==> src/rtl/oscilo_pkg.sv <==
// Shared oscilloscope definitions: capture depth, frame header bytes and the
// readout FSM state encoding. Also used by the sampler.
package oscilo_pkg;

    localparam int unsigned SAMPLE_DEPTH_DEF = 8;
    localparam logic [7:0]  HDR0_DEF         = 8'hA5;
    localparam logic [7:0]  HDR1_DEF         = 8'h5A;

    // Readout frame sequencer states
    typedef enum logic [2:0] {
        RD_IDLE,
        RD_HDR0,
        RD_HDR1,
        RD_FETCH,
        RD_LOAD,
        RD_SEND,
        RD_CSUM,
        RD_FINISH
    } readout_state_t;

endpackage

==> src/rtl/sample_readout.sv <==
// sample_readout: streams a completed capture out of the sample RAM as a
// UART frame: HDR0, HDR1, 2^SAMPLE_DEPTH samples oldest-first (the trigger
// sample lands at the middle index), then an 8-bit checksum of the samples.
//
// Ports
//   clk_50mhz    in   sole clock, rising edge
//   reset        in   synchronous active-high reset
//   start        in   one-cycle request to read out a capture (IDLE only)
//   trig_offset  in   RAM address holding the trigger sample
//   busy         out  frame in progress
//   done         out  one-cycle pulse after the checksum byte is accepted
//   mem_addr     out  registered capture RAM read address
//   mem_rd_data  in   RAM read data, valid one cycle after mem_addr
//   tx_data      out  byte offered to the UART
//   tx_valid     out  tx_data is valid
//   tx_ready     in   UART accepts; transfer when tx_valid && tx_ready
module sample_readout
    import oscilo_pkg::*;
#(
    parameter int unsigned SAMPLE_DEPTH = SAMPLE_DEPTH_DEF,
    parameter logic [7:0]  HDR0         = HDR0_DEF,
    parameter logic [7:0]  HDR1         = HDR1_DEF
) (
    input  logic                    clk_50mhz,
    input  logic                    reset,
    input  logic                    start,
    input  logic [SAMPLE_DEPTH-1:0] trig_offset,
    output logic                    busy,
    output logic                    done,
    output logic [SAMPLE_DEPTH-1:0] mem_addr,
    input  logic [7:0]              mem_rd_data,
    output logic [7:0]              tx_data,
    output logic                    tx_valid,
    input  logic                    tx_ready
);

    // Half the buffer: oldest sample sits this far from the trigger sample
    localparam logic [SAMPLE_DEPTH-1:0] PTR_HALF = {1'b1, {(SAMPLE_DEPTH-1){1'b0}}};
    localparam logic [SAMPLE_DEPTH-1:0] LAST_CNT = '1;
    localparam logic [SAMPLE_DEPTH-1:0] ONE      = SAMPLE_DEPTH'(1);

    readout_state_t          r_state;
    logic [SAMPLE_DEPTH-1:0] r_rd_ptr;
    logic [SAMPLE_DEPTH-1:0] r_count;
    logic [7:0]              r_csum;
    logic [7:0]              r_tx_data;
    logic                    r_tx_valid;
    logic                    r_busy;
    logic                    r_done;
    logic [SAMPLE_DEPTH-1:0] r_mem_addr;

    readout_state_t          w_state_nxt;
    logic [SAMPLE_DEPTH-1:0] w_rd_ptr_nxt;
    logic [SAMPLE_DEPTH-1:0] w_count_nxt;
    logic [7:0]              w_csum_nxt;
    logic [7:0]              w_tx_data_nxt;
    logic                    w_tx_valid_nxt;
    logic                    w_busy_nxt;
    logic                    w_done_nxt;
    logic [SAMPLE_DEPTH-1:0] w_mem_addr_nxt;

    logic                    w_xfer;
    logic [7:0]              w_csum_add;

    assign w_xfer     = r_tx_valid & tx_ready;
    assign w_csum_add = r_csum + r_tx_data;

    // State and registered outputs
    always_ff @(posedge clk_50mhz) begin
        if (reset) begin
            r_state    <= RD_IDLE;
            r_rd_ptr   <= '0;
            r_count    <= '0;
            r_csum     <= '0;
            r_tx_data  <= '0;
            r_tx_valid <= 1'b0;
            r_busy     <= 1'b0;
            r_done     <= 1'b0;
            r_mem_addr <= '0;
        end else begin
            r_state    <= w_state_nxt;
            r_rd_ptr   <= w_rd_ptr_nxt;
            r_count    <= w_count_nxt;
            r_csum     <= w_csum_nxt;
            r_tx_data  <= w_tx_data_nxt;
            r_tx_valid <= w_tx_valid_nxt;
            r_busy     <= w_busy_nxt;
            r_done     <= w_done_nxt;
            r_mem_addr <= w_mem_addr_nxt;
        end
    end

    // Next state and next register values; outputs take the value of the state being entered
    always_comb begin
        w_state_nxt    = r_state;
        w_rd_ptr_nxt   = r_rd_ptr;
        w_count_nxt    = r_count;
        w_csum_nxt     = r_csum;
        w_tx_data_nxt  = r_tx_data;
        w_tx_valid_nxt = r_tx_valid;
        w_busy_nxt     = r_busy;
        w_done_nxt     = 1'b0;
        w_mem_addr_nxt = r_mem_addr;

        case (r_state)
            RD_IDLE: begin
                w_busy_nxt     = 1'b0;
                w_tx_valid_nxt = 1'b0;
                if (start) begin
                    w_rd_ptr_nxt   = trig_offset + PTR_HALF;
                    w_count_nxt    = '0;
                    w_csum_nxt     = '0;
                    w_tx_data_nxt  = HDR0;
                    w_tx_valid_nxt = 1'b1;
                    w_busy_nxt     = 1'b1;
                    w_state_nxt    = RD_HDR0;
                end
            end
            RD_HDR0: begin
                if (w_xfer) begin
                    w_tx_data_nxt = HDR1;
                    w_state_nxt   = RD_HDR1;
                end
            end
            RD_HDR1: begin
                if (w_xfer) begin
                    w_tx_valid_nxt = 1'b0;
                    w_mem_addr_nxt = r_rd_ptr;
                    w_state_nxt    = RD_FETCH;
                end
            end
            RD_FETCH: begin
                w_state_nxt = RD_LOAD;
            end
            RD_LOAD: begin
                // RAM data for the address issued in FETCH is valid this cycle
                w_tx_data_nxt  = mem_rd_data;
                w_tx_valid_nxt = 1'b1;
                w_state_nxt    = RD_SEND;
            end
            RD_SEND: begin
                if (w_xfer) begin
                    w_csum_nxt   = w_csum_add;
                    w_rd_ptr_nxt = r_rd_ptr + ONE;
                    w_count_nxt  = r_count + ONE;
                    if (r_count == LAST_CNT) begin
                        w_tx_data_nxt = w_csum_add;
                        w_state_nxt   = RD_CSUM;
                    end else begin
                        w_tx_valid_nxt = 1'b0;
                        w_mem_addr_nxt = r_rd_ptr + ONE;
                        w_state_nxt    = RD_FETCH;
                    end
                end
            end
            RD_CSUM: begin
                if (w_xfer) begin
                    w_tx_valid_nxt = 1'b0;
                    w_busy_nxt     = 1'b0;
                    w_done_nxt     = 1'b1;
                    w_state_nxt    = RD_FINISH;
                end
            end
            RD_FINISH: begin
                w_busy_nxt  = 1'b0;
                w_state_nxt = RD_IDLE;
            end
            default: begin
                w_state_nxt = RD_IDLE;
            end
        endcase
    end

    assign busy     = r_busy;
    assign done     = r_done;
    assign mem_addr = r_mem_addr;
    assign tx_data  = r_tx_data;
    assign tx_valid = r_tx_valid;

endmodule

==> config.mk <==
export PLATFORM = sky130hd
export DESIGN_NAME = sample_readout
export DESIGN_NICKNAME = d
export VERILOG_FILES = /design/src/rtl/oscilo_pkg.sv /design/src/rtl/sample_readout.sv
export SDC_FILE = /design/constraint.sdc
export NUM_CORES = 1
export LEC_CHECK = 0
export BUFFER_PORTS_ARGS = -buffer_cell sky130_fd_sc_hd__buf_2
export CAP_MARGIN = 20
export CORE_MARGIN = 2
export CORE_UTILIZATION = 43
export CTS_CLUSTER_DIAMETER = 30
export CTS_CLUSTER_SIZE = 20
export DETAILED_ROUTE_END_ITERATION = 7
export GPL_TIMING_DRIVEN = 1
export HOLD_SLACK_MARGIN = 0.08
export SYNTH_ARGS = -nofsm -noshare
export SYNTH_HDL_FRONTEND = slang
export SYNTH_SLANG_ARGS = --single-unit
==> constraint.sdc <==
create_clock -name clk_50mhz -period 3.9 [get_ports clk_50mhz]
set_input_delay 0.78 -clock clk_50mhz [delete_from_list [all_inputs] [get_ports clk_50mhz]]
set_output_delay 0.78 -clock clk_50mhz [all_outputs]
set_load 0.05 [all_outputs]
Word-level counts from Yosys, hierarchy flattened
Index checks and enable logic that the tools add are counted.
Widths: inputs -> output; s select.
{"block": "totals", "ff_bits": 46, "in_bits": 20, "out_inout_bits": 19, "wordCells": 76}
{"block": "op_classes", "n_addsub": 4, "eq_ne": 16, "muxes": 31, "bitwise": 2, "reduce_logical": 14}
{"op": "$mux 8", "count": 12}
{"op": "$pmux 8 s2", "count": 4}
{"op": "$pmux 8 s4", "count": 1}
{"op": "$pmux 3 s8", "count": 1}
{"op": "$mux 3", "count": 6}
{"op": "$add 8x1->8 const B", "count": 2}
{"op": "$ne 2x2->1 const B", "count": 7}
{"op": "$eq 3x3->1 const B", "count": 4}
{"op": "$reduce_and 5->1", "count": 2}
{"op": "$add 8x8->8", "count": 1}
{"op": "$add 8x8->8 const B", "count": 1}
{"op": "$eq 8x8->1 const B", "count": 1}
{"op": "$reduce_and 4->1", "count": 2}
{"op": "$reduce_bool 4->1", "count": 2}
{"op": "$eq 3x2->1 const B", "count": 2}
{"op": "$mux 1", "count": 5}
{"op": "$pmux 1 s4", "count": 1}
{"op": "$reduce_bool 2->1", "count": 2}
{"op": "$reduce_or 2->1", "count": 2}
{"op": "$eq 3x1->1 const B", "count": 1}
{"op": "$logic_not 3->1", "count": 1}
{"op": "$pmux 1 s3", "count": 1}
{"op": "$reduce_and 3->1", "count": 1}
{"op": "$reduce_bool 3->1", "count": 1}
{"op": "4 further kinds", "count": 4}

Logic depth before layout (Yosys ltp)
Gate-level depths: netlist of run 1.
{"block": "logic_depth", "depth_word": 4, "mapped_depth": 8, "mapped_depth_nobuf": 8}

Worst setup path before layout of run 1
OpenSTA, ideal clock, no wires.
{"block": "synth_timing", "kind": "reg-to-reg", "from": "register r_tx_data[1], in the netlist tx_data[1]", "to": "register r_csum[7]", "setup_time_ns": 0.074, "arrival_time_ns": 2.121, "t_required_ns": 3.826, "path_slack_ns": 1.705, "stages_incl_launch_ff": 8, "n_path_buf": 0, "synth_period_minus_slack_ns": 2.195, "cell_sequence": "dfxtp_1 > ha_1 > a21o_1 > nand4_1 > and3_1 > nor3_1 > or4_1 > a31oi_1"}
{"block": "synth_between", "elab_chain_len": 3}
{"element": "start: declaration", "line_no": "sample_readout.sv:46", "text": "logic [7:0] r_tx_data;"}
{"element": "start signal: assignment", "line_no": "sample_readout.sv:85", "text": "r_tx_data <= w_tx_data_nxt;"}
{"element": "$add 8x8->8", "line_no": "sample_readout.sv:66", "text": "assign w_csum_add = r_csum + r_tx_data;"}
{"element": "$mux 8", "line_no": "sample_readout.sv:142", "text": "if (w_xfer) begin"}
{"element": "$pmux 8 s2", "line_no": "sample_readout.sv:105", "text": "case (r_state)"}
{"element": "end signal: assignment", "line_no": "sample_readout.sv:84", "text": "r_csum <= w_csum_nxt;"}
{"element": "end: declaration", "line_no": "sample_readout.sv:45", "text": "logic [7:0] r_csum;"}
No other way between the ends. The select of a mux whose other input is x is not followed.
A chain may end at the register's enable or synchronous reset.

Worst setup path after layout of run 1
{"block": "layout_timing", "from": "register r_state[0]", "to": "register r_mem_addr[2], in the netlist mem_addr[2]"}
{"block": "layout_between", "elab_chain_len": 3, "elab_cells_between_ends": 8, "cone_classes": "eq/ne: 5; mux: 1; reduce/logical: 2"}
{"element": "start: declaration", "line_no": "sample_readout.sv:42", "text": "readout_state_t r_state;"}
{"element": "start signal: assignment", "line_no": "sample_readout.sv:81", "text": "r_state <= w_state_nxt;"}
{"element": "$eq 3x3->1 or $eq 3x2->1 (tied branches)", "line_no": "sample_readout.sv:105"}
{"element": "$ne 2x2->1 (no source line) or $reduce_bool 2->1 (tied branches)"}
{"element": "$reduce_and 4->1 (no source line)"}
{"element": "end signal: assignment", "line_no": "sample_readout.sv:89", "text": "r_mem_addr <= w_mem_addr_nxt;"}
{"element": "end: declaration", "line_no": "sample_readout.sv:50", "text": "logic [SAMPLE_DEPTH-1:0] r_mem_addr;"}
Parallel ways exist; a longest one is shown, timed or not.

==> reports/metrics.csv, run 1 <==
stage,metric,value,unit
status,status,completed,
yosys,synth_cells,318,
timing,slew_violations,0,
timing,setup_viol,0,
placement,dp_cells,416,
timing,slew_headroom,0.490,
placement,dp_hpwl,4110,um
timing,fin_tns_setup,0,ns
yosys,synth.avg_cell_area,8.02,sq um
yosys,yosys.area.top_type,dfxtp_1,
yosys,syn_nets,348,
placement,port_buffers,38,
clocking,numClockSinks,46,
clocking,cts_buffers,5,
yosys,yosys-top-cells-count,"dfxtp_1 (46), nor2_1 (43), nand2_1 (31)",
critical_path,r2r-start,r_state[0],
die,io_pins,39,
power_and_ir_drop,vdd.ir_drop.worst,0.162,mV
finish,finish.utilization,0.495,
yosys,synth_area_leaders,"dfxtp_1 (36%), nor2_1 (6.3%), a21oi_1 (5.3%)",
drt,vias,2274,
yosys,synth_edf_count,0,
critical_path,crit_type,reg -> reg,
timing,worst_slack,1.33,ns
finish,fill_cells,609,
die,die_w,81.0,um
die,num_rows,28,
yosys,ys_warn_count,0,
yosys,ys_seq_area_frac,0.361,
finish,antenna_cells,0,
critical_path,crit_required,4.12,ns
timing,finalCritPeriodShare,0.658,
drt,dr.pass1.iters,4,
timing,hold_slack,0.466,ns
finish,drive_above_1_share,0.163,
finish,fin_area,2880,sq um
critical_path,path_buf_inv,0,
job,cap_violations,0,
grt,grt_pass1_wl,10100,um
drt,routed_wirelength,5830,um
hold_path,min-delay-start,r_csum[0],
drt,avgViaCountPerCell,5.36,
power_and_ir_drop,cellLeakagePower,1.11,nW
yosys,synth.distinct_cells,54,
critical_path,cp_cell_sequence,nand3_2 > o22a_1 > nor2_2 > nor2_1 > a211oi_1,
clocking,clk_pin_slew_worst_paths,0.09,ns
power_and_ir_drop,power_density,350,nW/um^2
critical_path,cpLargestDelayFamily,simple AND/OR/NAND/NOR gates,
critical_path,regToRegSetupSlack,1.33,ns
grt,antenna_found_initial,0,
die,die_area,6570,sq um
die,core_area,5820,sq um
critical_path,crit_slowest_cell,dfxtp_1,
critical_path,crit_fanout,24,
yosys,syn_area,2550,sq um
clocking,worstSkewPairLatency,0.30,ns
critical_path,cp-start-kind,flop,
drt,drc,0,
drt,drt_iter0_drc,126,
power_and_ir_drop,finalPower,1.01,mW
timing,fmax,0.390,GHz
timing,clock_skew,0.00915,ns
clocking,post_cts_buffers,0,
timing,tightest_slew,0.765,ns
grt,grt_usage,0.196,
timing,hold_viol,0,
clocking,clock_path_buffers,2,
timing,rsz0062_at_grt,no,
grt,grt_pass1_vias,2101,
finish,fin_cells,424,
yosys,synth_seq_cells,46,
critical_path,end_kind,flop,
placement,place.gp.congestion,0.905,
die,start_util,0.439,
critical_path,cp-startpoint,r_state[0],
yosys,ys_async_sr_fraction,0,
yosys,yosysMostFrequentCell,dfxtp_1,
clocking,ctsHtreeMaxLevel,2,
grt,grt-ovfl-total,0,
yosys,yosys_most_used_dff,dfxtp_1,
placement,place_area,2770,sq um
timing,period_minus_slack,2.57,ns
finish,fin_nets,378,
clocking,cts_resized,0,
grt,grt_max_degree,40,
finish,syn_to_final_growth,12.8,%
critical_path,critPathMaxStageDelay,0.78,ns
placement,post-place-ws,1.36,ns
clocking,tritoncts,yes,
critical_path,crit_arrival,2.78,ns
clocking,cts_hold_buffers,0,
drt,wl_per_cell,13.7,um
yosys,synth_top_area_frac,0.361,
clocking,cts_root_buffer,clkbuf_8,
hold_path,hold_class,reg -> reg,
die,chipHeight,81.0,um
drt,ant_nets,0,
-- report_power, final --
group	internal [mW]	switching [mW]
logic	0.0505	0.0926
clock network	0.191	0.164
registers	0.486	0.0227
-- worst reg2reg max path, cell delays in order (launching register included) --
cell and delay [ns]:
dfxtp_1 0.78, nand3_2 0.58, o22a_1 0.38, nor2_2 0.44, nor2_1 0.09, a211oi_1 0.21
-- final timing paths --
path / to / cells past startpoint
worst max-delay path: mem_addr[2] / 5
worst min register to register: r_csum[0] / 2
worst max register to register: mem_addr[2] / 5
worst min-delay path: r_csum[0] / 2
-- logic make-up (layout without fill, tap and decap cells) --
family / after synthesis / count (layout) / share of synthesized area
AOI/OAI and AO/OA: 93 / 93 / 0.244
buffers and inverters: 25 / 56 / 0.0441
adders and majority gates: 10 / 10 / 0.0520
xor gates and xnor gates: 15 / 15 / 0.0515
and+or+nand+nor: 127 / 127 / 0.239
muxes: 2 / 2 / 0.00834
DFF: 46 / 46 / 0.361
-- cell usage in the layout, fill, tap and decap left out, drive strengths merged, types with 8 or more instances in the layout --
| cell | synthesis | final |
|---|---|---|
| nor3 | 13 | 13 |
| dfxtp | 46 | 46 |
| ha | 9 | 9 |
| a211oi | 11 | 11 |
| xnor2 | 10 | 10 |
| nor2 | 45 | 45 |
| nand3 | 11 | 11 |
| o21ai | 14 | 14 |
| inv | 8 | 8 |
| buf | 6 | 40 |
| nand2 | 31 | 31 |
| a21oi | 29 | 29 |
-- per-layer routing --
metal | GRT usage | part of all wire | vias to the layer above
met5 | 0 | 0 | -
met4 | 0.0458 | 0.0098 | 0
met3 | 0.0389 | 0.038 | 6
met2 | 0.311 | 0.44 | 34
met1 | 0.274 | 0.51 | 1038
li1 | - | - | 1196
-- state kept, by name, summed over array words and instances, names as in the netlist, 3 cells and up --
name	count
r_count	8
r_csum	8
mem_addr	8
r_state	3
tx_data	8
r_rd_ptr	8
-- cell type report --
class | instances | area, sq um | area share
clock buffers | 6 | 72.6 | 0.0252
clock inverters | 2 | 37.5 | 0.0130
inverters | 8 | 30.0 | 0.0104
multi-input cells | 247 | 1520 | 0.527
flip-flops and latches | 46 | 921 | 0.320
well taps | 75 | 93.8 | 0.0326
repair buffers | 40 | 205 | 0.0713
Power figures use the tool's default switching activity.
==> inputs of run 2 (changes only) <==
Settings changed: PLACE_DENSITY from default to 0.66.
Clock period 3.9 ns to 2.35 ns, I/O delays scaled along.
==> run 2 against run 1 <==
  * Sequential share of layout area down 0.80 points
  * Clock power up 66%
  * Core utilization up 1.3 points
  * Via count up 5.7%
  * Global-route usage down 0.12 points
  * Flip-flop and latch count unchanged
  * Worst hold slack worse by 0.012 ns
  * Combinational power up 82%
  * Count of clock-buffer cells in the layout down 1
  * Critical endpoint is now tx_data[6]
  * Largest cell class unchanged
  * Highest routed layer unchanged
==> reports/metrics.csv, run 2 (synthesized netlist as in run 1, its figures left out) <==
stage,metric,value,unit,change
grt,antenna_found_initial,0,,unchanged
critical_path,r2r-start,tx_data[0],,was r_state[0]
grt,grt_usage,0.195,,was 0.196
placement,port_buffers,38,,unchanged
placement,post-place-ws,0.325,ns,was 1.36 ns
job,cap_violations,0,,unchanged
hold_path,min_to,r_rd_ptr[0],,was r_csum[0]
grt,grt_max_degree,24,,was 40
critical_path,regToRegSetupSlack,0.29,ns,was 1.33 ns
critical_path,reg2regPathDepth,8,,was 5
grt,grt-ovfl-total,0,,unchanged
hold_path,min-delay-start,trig_offset[0],,was r_csum[0]
die,io_pins,39,,unchanged
die,num_rows,28,,unchanged
critical_path,crit_type,reg -> reg,,unchanged
finish,fin_area,2950,sq um,was 2880 sq um
critical_path,crit_slowest_cell,fa_1,,was dfxtp_1
finish,fill_cells,593,,was 609
critical_path,crit_fanout,3,,was 24
placement,place_area,2840,sq um,was 2770 sq um
clocking,cts_resized,0,,unchanged
power_and_ir_drop,cellLeakagePower,1.17,nW,was 1.11 nW
timing,rsz0062_at_grt,no,,unchanged
finish,layout_common_cells,"dfxtp_1 (46), nor2_1 (43), buf_2 (38), nand2_1 (31), a21oi_1 (27)",,unchanged
grt,grt_pass1_vias,2166,,was 2101
clocking,tritoncts,yes,,unchanged
critical_path,cp-start-kind,flop,,unchanged
critical_path,critPathMaxStageDelay,0.41,ns,was 0.78 ns
die,chipHeight,81.0,um,unchanged
clocking,cts_buffers,5,,unchanged
clocking,cts_root_buffer,clkbuf_8,,unchanged
critical_path,crit_arrival,2.27,ns,was 2.78 ns
clocking,numClockSinks,46,,unchanged
timing,worst_slack,0.287,ns,was 1.33 ns
placement,place.gp.congestion,0.820,,was 0.905
critical_path,crit_required,2.56,ns,was 4.12 ns
timing,finalCritPeriodShare,0.878,,was 0.658
clocking,worstSkewPairLatency,0.30,ns,about the same
placement,dp_hpwl,4380,um,was 4110 um
drt,routed_wirelength,6080,um,was 5830 um
finish,syn_to_final_growth,15.7,%,was 12.8%
timing,fmax,0.485,GHz,was 0.390 GHz
critical_path,end_kind,flop,,unchanged
die,die_w,81.0,um,unchanged
hold_path,hold_class,in -> reg,,was reg -> reg
drt,dr.pass1.iters,4,,unchanged
clocking,clock_path_buffers,2,,unchanged
finish,antenna_cells,0,,unchanged
drt,drt_iter0_drc,135,,was 126
power_and_ir_drop,vdd.ir_drop.worst,0.325,mV,was 0.162 mV
clocking,clk_pin_slew_worst_paths,0.09,ns,about the same
drt,ant_nets,0,,unchanged
clocking,post_cts_buffers,0,,unchanged
drt,drc,0,,unchanged
timing,fin_tns_setup,0,ns,unchanged
die,core_area,5820,sq um,unchanged
grt,grt_pass1_wl,10200,um,was 10100 um
finish,fin_nets,388,,was 378
clocking,cts_hold_buffers,0,,unchanged
timing,setup_viol,0,,unchanged
critical_path,r2r_end,tx_data[6],,was mem_addr[2]
timing,slew_headroom,0.641,,was 0.490
finish,layout_commonest_cell,dfxtp_1,,unchanged
timing,clock_skew,0.00753,ns,was 0.00915 ns
power_and_ir_drop,power_density,571,nW/um^2,was 350 nW/um^2
drt,avgViaCountPerCell,5.54,,was 5.36
timing,tightest_slew,0.538,ns,was 0.765 ns
timing,slew_violations,0,,unchanged
status,status,completed,,unchanged
drt,vias,2404,,was 2274
clocking,ctsHtreeMaxLevel,2,,unchanged
die,die_area,6570,sq um,unchanged
finish,drive_above_1_share,0.189,,was 0.163
timing,hold_slack,0.454,ns,was 0.466 ns
timing,hold_viol,0,,unchanged
timing,period_minus_slack,2.06,ns,was 2.57 ns
critical_path,cp_cell_sequence,ha_1 > fa_1 > a21o_1 > a21oi_1 > o21bai_1 > mux2i_1 > nor2_1 > a211oi_1,,was nand3_2 > o22a_1 > nor2_2 > nor2_1 > a211oi_1
finish,finish.utilization,0.508,,was 0.495
drt,wl_per_cell,14.0,um,was 13.7 um
die,start_util,0.439,,unchanged
hold_path,whs_path_depth,3,,was 2
## run 2: cell count changes in the layout (fill, tap and decap cells not counted), sizes merged
cell,delta
buf,+10
clkinv,+2
clkbuf,-1
clkinvlp,-1
## run 2: area by class of cell
cell class / instances / area, sq um / share of cell area
clock inverter: 3 / 40.0 / 0.0136
multi-input combinational: 247 / 1520 / 0.514
sequential: 46 / 921 / 0.312
clock buffer: 5 / 68.8 / 0.0233
inverter: 8 / 30.0 / 0.0102
tap: 75 / 93.8 / 0.0318
timing repair buffer: 50 / 280 / 0.0950
## run 2: how the worst max path moves through the flow
stage               start  cells past startpoint         end
6_report       tx_data[0]                      8  tx_data[6]
3_3_place_gp   tx_data[0]                      8   r_csum[6]
3_5_place_dp   tx_data[0]                      8  tx_data[6]
5_1_grt        tx_data[0]                      8  tx_data[6]
4_1_cts        tx_data[0]                      8  tx_data[6]
2_1_floorplan  tx_data[1]                      7   r_csum[7]
## run 2: through the flow
stage / cells / total power, mW
6_report: 434 / 1.69
5_1_grt: 434 / 1.76
4_1_cts: 434 / 1.70
3_5_place_dp: 426 / 1.11
3_3_place_gp: 426 / 1.11
2_1_floorplan: 318 / 1.03
## run 2: layer usage
metal / share of wire / up-vias / GRT usage / wire length [um]
met2: 0.45 / 46 / 0.309 / 2740
li1: - / 1222 / - / -
met4: 0.0089 / 0 / 0.0458 / 54
met3: 0.028 / 5 / 0.0267 / 169
met5: 0 / - / 0 / 0
met1: 0.51 / 1131 / 0.279 / 3120
## run 2: report_power, final
group          switching, mW  leakage (nW)  total (mW)  internal (mW)
registers             0.0314         0.374       0.837          0.806
logic                  0.166         0.737       0.260         0.0944
clock network          0.275        0.0579       0.588          0.314
total                  0.472          1.17        1.69           1.21
## run 2: critical path: cells and delay by family, from the launching register on
family	cells	cell delay, ns
compound gates	4	0.74
fa+ha+maj	2	0.63
flops	1	0.33
mux	1	0.20
simple gates	1	0.07
